**src/rtl/s15850_scan_pkg.sv**
```systemverilog
// rtl/s15850_scan_pkg.sv - shared widths, MISR polynomial and FSM states for the s15850 scan driver
package s15850_scan_pkg;

  localparam int VEC_W = 21;
  localparam int CNT_W = 5;
  localparam int SIG_W = 16;

  localparam logic [15:0] MISR_POLY = 16'h1021;

  typedef enum logic [2:0] {
    IDLE,
    SHIFT,
    APPLY,
    CAPTURE,
    UNLOAD
  } scan_st_t;

endpackage

```
**src/rtl/s15850_scan_misr.sv**
```systemverilog
// rtl/s15850_scan_misr.sv - response-compacting MISR (x^16+x^12+x^5+1), folded in one bit per capture
module s15850_scan_misr
  import s15850_scan_pkg::*;
(
  input  logic             CK,
  input  logic             RST,
  input  logic             clr_i,
  input  logic             upd_i,
  input  logic             din_i,
  output logic [SIG_W-1:0] sig_o
);

  logic [SIG_W-1:0] sig_q;
  logic [SIG_W-1:0] sig_d;

  // Clear wins over an update landing in the same cycle.
  always_comb begin
    sig_d = sig_q;
    if (clr_i) begin
      sig_d = '0;
    end else if (upd_i) begin
      sig_d = {sig_q[SIG_W-2:0], 1'b0}
            ^ (sig_q[SIG_W-1] ? MISR_POLY : '0)
            ^ {{(SIG_W-1){1'b0}}, din_i};
    end
  end

  always_ff @(posedge CK) begin
    if (RST) begin
      sig_q <= '0;
    end else begin
      sig_q <= sig_d;
    end
  end

  assign sig_o = sig_q;

endmodule

```
**src/rtl/s15850_n485_scan_drv.sv**
```systemverilog
// rtl/s15850_n485_scan_drv.sv - serial load/apply/capture/unload driver for the n485 cone; SCAN_MISR_EN adds a signature MISR
module s15850_n485_scan_drv
  import s15850_scan_pkg::*;
(
  input  logic             CK,
  input  logic             RST,
  input  logic             start,
  input  logic             si,
  input  logic             si_valid,
  output logic [VEC_W-1:0] vec_out,
  input  logic             resp_in,
  output logic             so,
  output logic             so_valid,
  output logic             busy,
  output logic             done
`ifdef SCAN_MISR_EN
  ,
  output logic [SIG_W-1:0] sig,
  input  logic             sig_clr
`endif
);

  scan_st_t         state_q, state_d;
  logic [CNT_W-1:0] cnt_q, cnt_d;
  logic [VEC_W-1:0] vec_q, vec_d;
  logic             cap_q, cap_d;

  always_comb begin
    state_d  = state_q;
    cnt_d    = cnt_q;
    vec_d    = vec_q;
    cap_d    = cap_q;
    so       = 1'b0;
    so_valid = 1'b0;
    done     = 1'b0;
    busy     = (state_q != IDLE);
    case (state_q)
      IDLE: begin
        if (start) begin
          state_d = SHIFT;
          cnt_d   = '0;
        end
      end
      SHIFT: begin
        // MSB-first: the first accepted bit ends up in vec_out[VEC_W-1].
        if (si_valid) begin
          vec_d = {vec_q[VEC_W-2:0], si};
          cnt_d = cnt_q + 1'b1;
          if (cnt_q == CNT_W'(VEC_W - 1)) begin
            state_d = APPLY;
          end
        end
      end
      APPLY: begin
        state_d = CAPTURE;
      end
      CAPTURE: begin
        cap_d   = resp_in;
        state_d = UNLOAD;
      end
      UNLOAD: begin
        so       = cap_q;
        so_valid = 1'b1;
        done     = 1'b1;
        state_d  = IDLE;
      end
      default: begin
        state_d = IDLE;
      end
    endcase
  end

  always_ff @(posedge CK) begin
    if (RST) begin
      state_q <= IDLE;
      cnt_q   <= '0;
      vec_q   <= '0;
      cap_q   <= 1'b0;
    end else begin
      state_q <= state_d;
      cnt_q   <= cnt_d;
      vec_q   <= vec_d;
      cap_q   <= cap_d;
    end
  end

  assign vec_out = vec_q;

`ifdef SCAN_MISR_EN
  s15850_scan_misr u_misr (
    .CK    (CK),
    .RST   (RST),
    .clr_i (sig_clr),
    .upd_i (state_q == CAPTURE),
    .din_i (resp_in),
    .sig_o (sig)
  );
`endif

endmodule

```
**config.mk**
```make
export PLATFORM = sky130hd
export DESIGN_NAME = s15850_n485_scan_drv
export DESIGN_NICKNAME = d
export VERILOG_FILES = /design/src/rtl/s15850_scan_pkg.sv /design/src/rtl/s15850_scan_misr.sv /design/src/rtl/s15850_n485_scan_drv.sv
export SDC_FILE = /design/constraint.sdc
export NUM_CORES = 1
export LEC_CHECK = 0
export ABC_CLOCK_PERIOD_IN_PS = 2800
export CORE_ASPECT_RATIO = 1.2
export CORE_MARGIN = 2
export CORE_UTILIZATION = 41
export DETAILED_ROUTE_END_ITERATION = 16
export PLACE_DENSITY_LB_ADDON = 0.1
export SLEW_MARGIN = 30
export SYNTH_ARGS = -nofsm -noshare
export SYNTH_HDL_FRONTEND = slang
export SYNTH_SLANG_ARGS = --single-unit
export TNS_END_PERCENT = 10
```
**constraint.sdc**
```tcl
create_clock -name CK -period 2.8 [get_ports CK]
set_input_delay 0.56 -clock CK [delete_from_list [all_inputs] [get_ports CK]]
set_output_delay 0.56 -clock CK [all_outputs]
set_load 0.1 [all_outputs]
```
==> results of run 1 <==
worst register-to-register path: cells and delay by family (launching register included):
| family | cells | cell delay, ps |
|---|---|---|
| flip-flops | 1 | 600 |
| buffers and inverters | 1 | 270 |
| AND/OR/NAND/NOR | 2 | 650 |
| AO/OA/AOI/OAI | 1 | 120 |
synthesized netlist by cell type:
library cell	instances	area, um2
a21oi_1	23	115
nand3b_1	2	15.0
o31ai_1	1	7.51
o41ai_1	1	8.76
o21bai_1	1	7.51
and4b_1	1	10.0
dfxtp_1	30	601
a211oi_1	2	15.0
nand2b_1	2	12.5
nor3b_1	1	7.51
nor2b_1	2	12.5
clkbuf_1	3	11.3
and4bb_1	1	12.5
buf_1	1	3.75
mux2i_1	1	10.0
mux2i_2	1	13.8
inv_1	2	7.51
nor2_1	3	11.3
or4_1	2	15.0
buf_2	6	30.0
nor4b_1	1	8.76
a31oi_1	1	6.26
or3_1	1	6.26
nand4bb_1	1	11.3
nand3_1	2	10.0
and2_1	1	6.26
nor3_1	2	10.0
o21ai_0	2	10.0
a21bo_1	1	10.0
buf_4	2	15.0
ha_1	2	25.0
nand2_1	43	161
a2111oi_0	2	17.5
layout make-up:
type	instances	area [um2]
tap	34	42.5
multi-input combinational	103	569
clock buffer	5	37.5
timing repair buffer	33	260
fill	291	1280
inverter	2	7.51
clock inverter	2	10.0
sequential	30	601
per-layer routing:
| layer | GRT usage | up-vias | routed length [um] |
|---|---|---|---|
| li1 | - | 554 | - |
| met1 | 0.225 | 514 | 1230 |
| met2 | 0.252 | 22 | 1120 |
| met3 | 0.0631 | 4 | 125 |
| met4 | 0.0673 | 0 | 29 |
| met5 | 0 | - | 0 |
how the worst max path moves through the flow:
stage | start | endpoint | cells past startpoint
6_report | state_q[2] | so | 3
5_1_grt | state_q[2] | so | 3
4_1_cts | state_q[2] | so | 3
3_5_place_dp | si_valid | vec_out[16] | 5
3_3_place_gp | si_valid | vec_out[2] | 5
2_1_floorplan | state_q[1] | so | 3
registers in the layout, summed over array words and instances, names as in the netlist:
name,flops
state_q,3
cap_q,1
vec_out,21
cnt_q,5
cell usage in the layout (no fill, tap or decap), types with 2 or more instances in the layout:
cell / n
nand2_1: 43
dfxtp_1: 30
buf_4: 28
a21oi_1: 23
clkbuf_4: 5
clkdlybuf4s50_1: 5
nor2_1: 3
inv_1: 2
nor2b_1: 2
nor3_1: 2
nand3_1: 2
a2111oi_0: 2
nand2b_1: 2
or4_1: 2
o21ai_0: 2
nand3b_1: 2
a211oi_1: 2
ha_1: 2
clkinv_2: 2
kinds of logic (layout without fill, tap and decap cells):
family                   Yosys count  after routing  share of synthesized area
AO/OA/AOI/OAI                     34             34                      0.161
flip-flops                        30             30                      0.490
adder cells (fa/ha/maj)            2              2                     0.0204
buffers and inverters             14             42                     0.0552
multiplexers                       2              2                     0.0194
AND/OR/NAND/NOR                   65             65                      0.253
metrics by stage:
step,power [mW],util,setup WS (ps),hold WS (ps)
finish,0.731,0.543,619,461
global route,0.765,0.543,519,490
CTS,0.744,0.543,612,464
detailed placement,0.508,0.526,630,450
global placement,0.507,0.526,671,448
floorplan,0.490,-,216,455
power by group:
group | internal [mW] | switching, mW
clock network | 0.0901 | 0.143
logic | 0.0214 | 0.0406
registers | 0.429 | 0.00626
==> qor.txt, run 1 <==
Largest net degree at the start of global routing: 28
Fin crit share: 0.779
Post-Place Cells: 202
Routability cong.: 0.812
Die Width: 53.9 um
Post-route cell area: 0.00153 mm2
Post-route ant nets: 0
Min Clock Period, post-route: 2180 ps
Global Route Usage Sum: 0.172
N_diodes: 0
Total Nets Final: 183
First-pass GRT wire length: 4.36 mm
Starting density of the core: 0.436
Reg2reg start: state_q[0]
Hold crit path type: reg2reg
Sequential-to-total area share from yosys stat: 0.490
Cell family with most CP delay: flip-flops
Number of port buffers: 30
Final Hold Viols: 0
Count of cell types in the netlist: 33
Slew headroom: 0.670
Reg2reg setup slack: 1100 ps
Layout cells sized above 1: 0.217
Crit Reg-Reg Endpoint: vec_out[16]
Number of DRC markers in iteration 0: 21
Vert. Die Dim: 63.9 um
Vias in the first global route: 989
Kind of critical path: reg2out
Clk sinks: 30
Post-CTS Hold Fix Bufs: 0
Final cell count without fillers: 209
CP max stage cell: dfxtp_1
Fin Setup TNS: 0 ps
CTS root buffer: clkbuf_4
Crit-path cells: nor3b_4 > and2_2 > buf_4
Residual DRC: 0
Hold path cells: 2
Clock Tree Buf Depth: 2
Mapped Cells: 147
Hold Crit Endpoint: vec_out[20]
# setup viols final: 0
Skew final: 9.65 ps
Worst setup SP type: register
YS warnings: 0
Worst slew pin tran: 494 ps
Status: finished clean
CP Capture Type: output port
HP Start: vec_out[20]
Peak supply drop: 0.000237 V
Critical Path RT: 2240 ps
Drt wl/cell: 12.0 um
H-tree depth: 2
Mapped Area: 0.00122 mm2
Skew-Pair Late Insertion Delay: 320 ps
RSZ-0062 raised after global routing: no
I/O pins: 31
Mapped Avg Cell Area: 8.33 um2
GR Overflow Total: 0
Drt pass-1 iters: 4
Via density: 5.23
R2R depth: 4
Max Slew Vio Count: 0
Die ar.: 0.00344 mm2
Resize count post-CTS: 0
Antenna violations before repair: 0
Vias: 1,094
Post-Route WL: 2.51 mm
Slowest stage delay, CP: 570 ps
Rows: 21
Cell Area, Placed: 0.00148 mm2
Core area: 0.00281 mm2
Pwr/cell area: 478 mW/mm2
Syn Nets: 155
Max-cap violation count: 0
Reg clk slew, reported paths: 90 ps
Yosys reg bits: 30
Static Leakage: 0.587 nW
CP bufs+invs: 1
Fmax: 458 MHz
Worst-path fanout max: 13
CTS tree: built
Layout area overhead: 24.7%
CTS buffer count: 5
CP Data Arrival Time: 1620 ps
Setup bufs post-CTS: 0
Final HPWL DP: 1.67 mm
Power figures use the tool's default switching activity.
==> inputs of run 2 (changes only) <==
- ABC_CLOCK_PERIOD_IN_PS: 2800 -> 1700
- clock period: 2.8 -> 1.7 ns (I/O delays scaled with it)
==> run 2 against run 1 <==
Against the previous run:
- critical path depth decreased by 1
- largest cell class unchanged
- largest power group is now clock
- clock skew increased by 0.69 ps
- clock-buffer cell count increased by 1
- wire length increased by 3.2%
==> qor.txt, run 2 (synthesis results as in run 1) <==
Total Nets Final: 187
Final Hold Viols: 0
Place WS: 16.5 ps
Antenna violations before repair: 0
Post-Place Cells: 204
Vias: 1,097
Clk network pwr share: 0.472
RSZ-0062 raised after global routing: no
Vert. Die Dim: 63.9 um
Starting density of the core: 0.436
Vias in the first global route: 1,051
First-pass GRT wire length: 4.56 mm
CTS tree: built
CTS buffer count: 5
Layout cells sized above 1: 0.256
Final cell count without fillers: 214
Max-cap violation count: 0
Commonest non-fill, non-tap cell in the layout: nand2_1
Residual DRC: 0
Fin crit share: 0.971
Max reg flops: 21
Final HPWL DP: 1.80 mm
Skew final: 10.3 ps
Routability cong.: 0.842
Setup ws final: 49.2 ps
Rows: 21
Sw Ratio: 0.205
Slew headroom: 0.753
Kind of critical path: reg2out
Largest net degree at the start of global routing: 29
Worst slew pin tran: 361 ps
Static Leakage: 0.707 nW
Post-route ant nets: 0
N_diodes: 0
Number of DRC markers in iteration 0: 29
Pwr/cell area: 806 mW/mm2
Peak supply drop: 0.000854 V
Clk sinks: 30
Reg clk slew, reported paths: 90 ps
Min Clock Period, post-route: 1650 ps
CP Data Arrival Time: 1310 ps
I/O pins: 31
Fmax: 606 MHz
Clock Tree Buf Depth: 2
Drt pass-1 iters: 4
Number of port buffers: 30
Sequential power share: 0.456
Via density: 5.13
Power Internal: 1.25 mW
Critical Path RT: 1360 ps
Drt wl/cell: 12.1 um
GR Overflow Total: 0
Status: finished clean
Max Slew Vio Count: 0
Worst setup SP type: register
Global Route Usage Sum: 0.180
Die Width: 53.9 um
Most frequent cells in the layout: 43 x nand2_1, 27 x dfxtp_1, 25 x buf_12
Die ar.: 0.00344 mm2
# setup viols final: 0
H-tree depth: 2
Post-Route WL: 2.59 mm
Core area: 0.00281 mm2
Hold crit path type: reg2reg
NetSw: 0.322 mW
Skew-Pair Late Insertion Delay: 330 ps
Worst-path fanout max: 12
Comb pwr share: 0.072
CP Capture Type: output port
Power Total: 1.57 mW
CTS root buffer: clkbuf_4
Post-CTS Hold Fix Bufs: 0
Layout area overhead: 58.9%
-- run 2: cell types whose count changed in the layout (fill, tap and decap cells not counted) --
cell,delta
clkinv_2,-2
clkbuf_8,+1
dfxtp_1,-3
and2_2,-1
and2_4,+1
dfxtp_4,+3
buf_4,-21
buf_12,+25
bufinv_16,+2
-- run 2: routing by layer --
metal | share of wire | GRT usage | vias up
li1 | - | - | 564
met1 | 0.44 | 0.222 | 499
met2 | 0.48 | 0.271 | 29
met3 | 0.064 | 0.0794 | 5
met4 | 0.017 | 0.0673 | 0
met5 | 0 | 0 | -
-- run 2: worst paths after layout --
check,slack [ps],to,from,depth (start not counted)
max reg2reg,320,cnt_q[3],state_q[2],4
max,50,busy,state_q[0],2
min,470,state_q[1],state_q[2],1
min reg2reg,470,state_q[1],state_q[2],1
-- run 2: per-stage QoR --
stage / util / instance area, um2 / setup TNS [ps] / hold slack (ps)
after floorplan: - / 1260 / -922 / 465
after global placement: 0.644 / 1810 / 0 / 477
after detailed placement: 0.644 / 1810 / 0 / 494
after CTS: 0.685 / 1930 / 0 / 509
after global routing: 0.692 / 1950 / 0 / 486
final: 0.692 / 1950 / 0 / 470
-- run 2: critical path, stage by stage (launching register included) --
cell     delay, ps
dfxtp_4        400
or3_1          400
buf_12         190
-- run 2: cell type report --
| cell class | instances | area, um2 |
|---|---|---|
| Tap cell | 34 | 42.5 |
| Fill cell | 214 | 865 |
| Multi-Input combinational cell | 103 | 571 |
| Clock buffer | 6 | 51.3 |
| Inverter | 2 | 7.51 |
| Sequential cell | 30 | 612 |
| Timing Repair Buffer | 37 | 603 |
| Clock inverter | 2 | 60.1 |
-- run 2: power by group through the flow --
stage / Clock (mW) / Combinational [mW] / Sequential, mW
after floorplan: 0 / 0.0713 / 0.736
after global placement: 0 / 0.113 / 0.734
after detailed placement: 0 / 0.114 / 0.735
after CTS: 0.759 / 0.114 / 0.717
after global routing: 0.787 / 0.125 / 0.717
final: 0.741 / 0.114 / 0.715
-- run 2: repair_timing --
item | CTS | global route
setup buffers | 0 | 2
endpoints found under the setup margin | 4 | 4
resized for setup | 2 | 2
==> inputs of run 3 (changes only) <==
- CAP_MARGIN: unset -> 20
- GPL_ROUTABILITY_DRIVEN: unset -> 1
- PLACE_DENSITY: unset -> 0.73
- PLACE_DENSITY_LB_ADDON: 0.1 -> unset
==> run 3 against run 2 <==
Against the previous run:
- wire length is 1.2% higher
- core utilization fell by 2.1 points
- combinational power hardly changed
- register-to-register slack got worse by 80 ps
- power fell by 19%
- die area is the same
- cell count fell by 1.4%
- sequential share of layout area up 0.85 points
- sequential power about the same
- clock power shrank 41%
- largest cell class unchanged
==> qor.txt, run 3 (synthesis results as in run 1) <==
Die ar.: 0.00344 mm2
Global Route Usage Sum: 0.189
Max-cap violation count: 0
Min Clock Period, post-route: 1650 ps
CP Capture Type: output port
Post-CTS Hold Fix Bufs: 0
Drt wl/cell: 12.4 um
# setup viols final: 0
Reg clk slew, reported paths: 90 ps
Clock Tree Buf Depth: 2
Resize count post-CTS: 2
Final HPWL DP: 1.86 mm
Fmax: 607 MHz
Crit Reg-Reg Endpoint: cnt_q[4]
Status: finished clean
Skew final: 6.32 ps
N_diodes: 0
Worst setup SP type: register
Slew headroom: 0.726
Clk sinks: 30
Total Nets Final: 184
Peak supply drop: 0.000547 V
Cell Area, Placed: 0.00182 mm2
Worst slew pin tran: 400 ps
Fin crit share: 0.970
Vias in the first global route: 1,100
Skew-Pair Late Insertion Delay: 330 ps
Drt pass-1 iters: 4
Max reg flops: 21
First-pass GRT wire length: 4.72 mm
Routability cong.: 0.790
Reg2reg start: cnt_q[0]
HP Start: vec_out[5]
Antenna violations before repair: 0
Starting density of the core: 0.436
Commonest non-fill, non-tap cell in the layout: nand2_1
CP Data Arrival Time: 1310 ps
Die Width: 53.9 um
Fillers: 216
Vias: 1,094
Power Total: 1.27 mW
Vert. Die Dim: 63.9 um
Hold crit path type: reg2reg
Hold Crit Endpoint: vec_out[6]
Hold path cells: 2
Layout cells sized above 1: 0.243
Largest net degree at the start of global routing: 27
I/O pins: 31
Kind of critical path: reg2out
Number of port buffers: 30
Final Hold Viols: 0
Setup bufs post-CTS: 0
Reg2reg setup slack: 240 ps
CTS buffer count: 5
Post-Route WL: 2.62 mm
Core area: 0.00281 mm2
Residual DRC: 0
Layout area overhead: 54.1%
Number of DRC markers in iteration 0: 43
R2R depth: 4
RSZ-0062 raised after global routing: yes
Max Slew Vio Count: 0
CTS root buffer: clkbuf_4
Worst-path fanout max: 13
H-tree depth: 2
Rows: 21
Static Leakage: 0.669 nW
Post-route ant nets: 0
Post-route cell area: 0.00189 mm2
Critical Path RT: 1360 ps
Most frequent cells in the layout: 43 x nand2_1, 27 x dfxtp_1, 26 x buf_12
GR Overflow Total: 0
CTS tree: built
Via density: 5.18
Pwr/cell area: 671 mW/mm2
==> run 3: how the worst max path moves through the flow <==
stage / from / to
6_report: state_q[2] / so
2_1_floorplan: state_q[1] / so
3_3_place_gp: si_valid / vec_out[17]
5_1_grt: state_q[1] / so
3_5_place_dp: si_valid / cnt_q[4]
4_1_cts: state_q[2] / busy
==> run 3: area by class of cell <==
type	instances	area (um2)	area share
Clock inverter	1	5.00	0.00265
Inverter	2	7.51	0.00398
Timing Repair Buffer	34	593	0.314
Clock buffer	7	55.1	0.0292
Multi-Input combinational cell	103	576	0.305
Sequential cell	30	609	0.323
Tap cell	34	42.5	0.0225
==> run 3: per-layer routing <==
| metal | routed length (um) | global-route usage | vias to the layer above |
|---|---|---|---|
| met3 | 177 | 0.0911 | 7 |
| li1 | - | - | 555 |
| met4 | 43 | 0.0737 | 0 |
| met2 | 1350 | 0.302 | 29 |
| met5 | 0 | 0 | - |
| met1 | 1050 | 0.209 | 503 |
==> run 3: metrics by stage <==
step | setup TNS [ps] | util | instances | hold slack [ps] | worst slack (ps)
floorplan | -922 | - | 147 | 465 | -493
global placement | 0 | 0.646 | 203 | 481 | 81.6
detailed placement | -2.05 | 0.646 | 203 | 493 | -2.05
CTS | 0 | 0.669 | 211 | 507 | 18.8
global route | -37.1 | 0.672 | 211 | 533 | -14.8
finish | 0 | 0.672 | 211 | 505 | 51.3
==> run 3: critical path: stages, from the launching register on <==
cell	delay, ps
dfxtp_4	420
nor3b_4	220
and2_4	180
buf_12	160
==> run 3: power breakdown <==
part           switching (mW)  internal [mW]  total (mW)
clock network           0.234          0.200       0.434
registers              0.0109          0.706       0.717
logic                  0.0684         0.0481       0.116
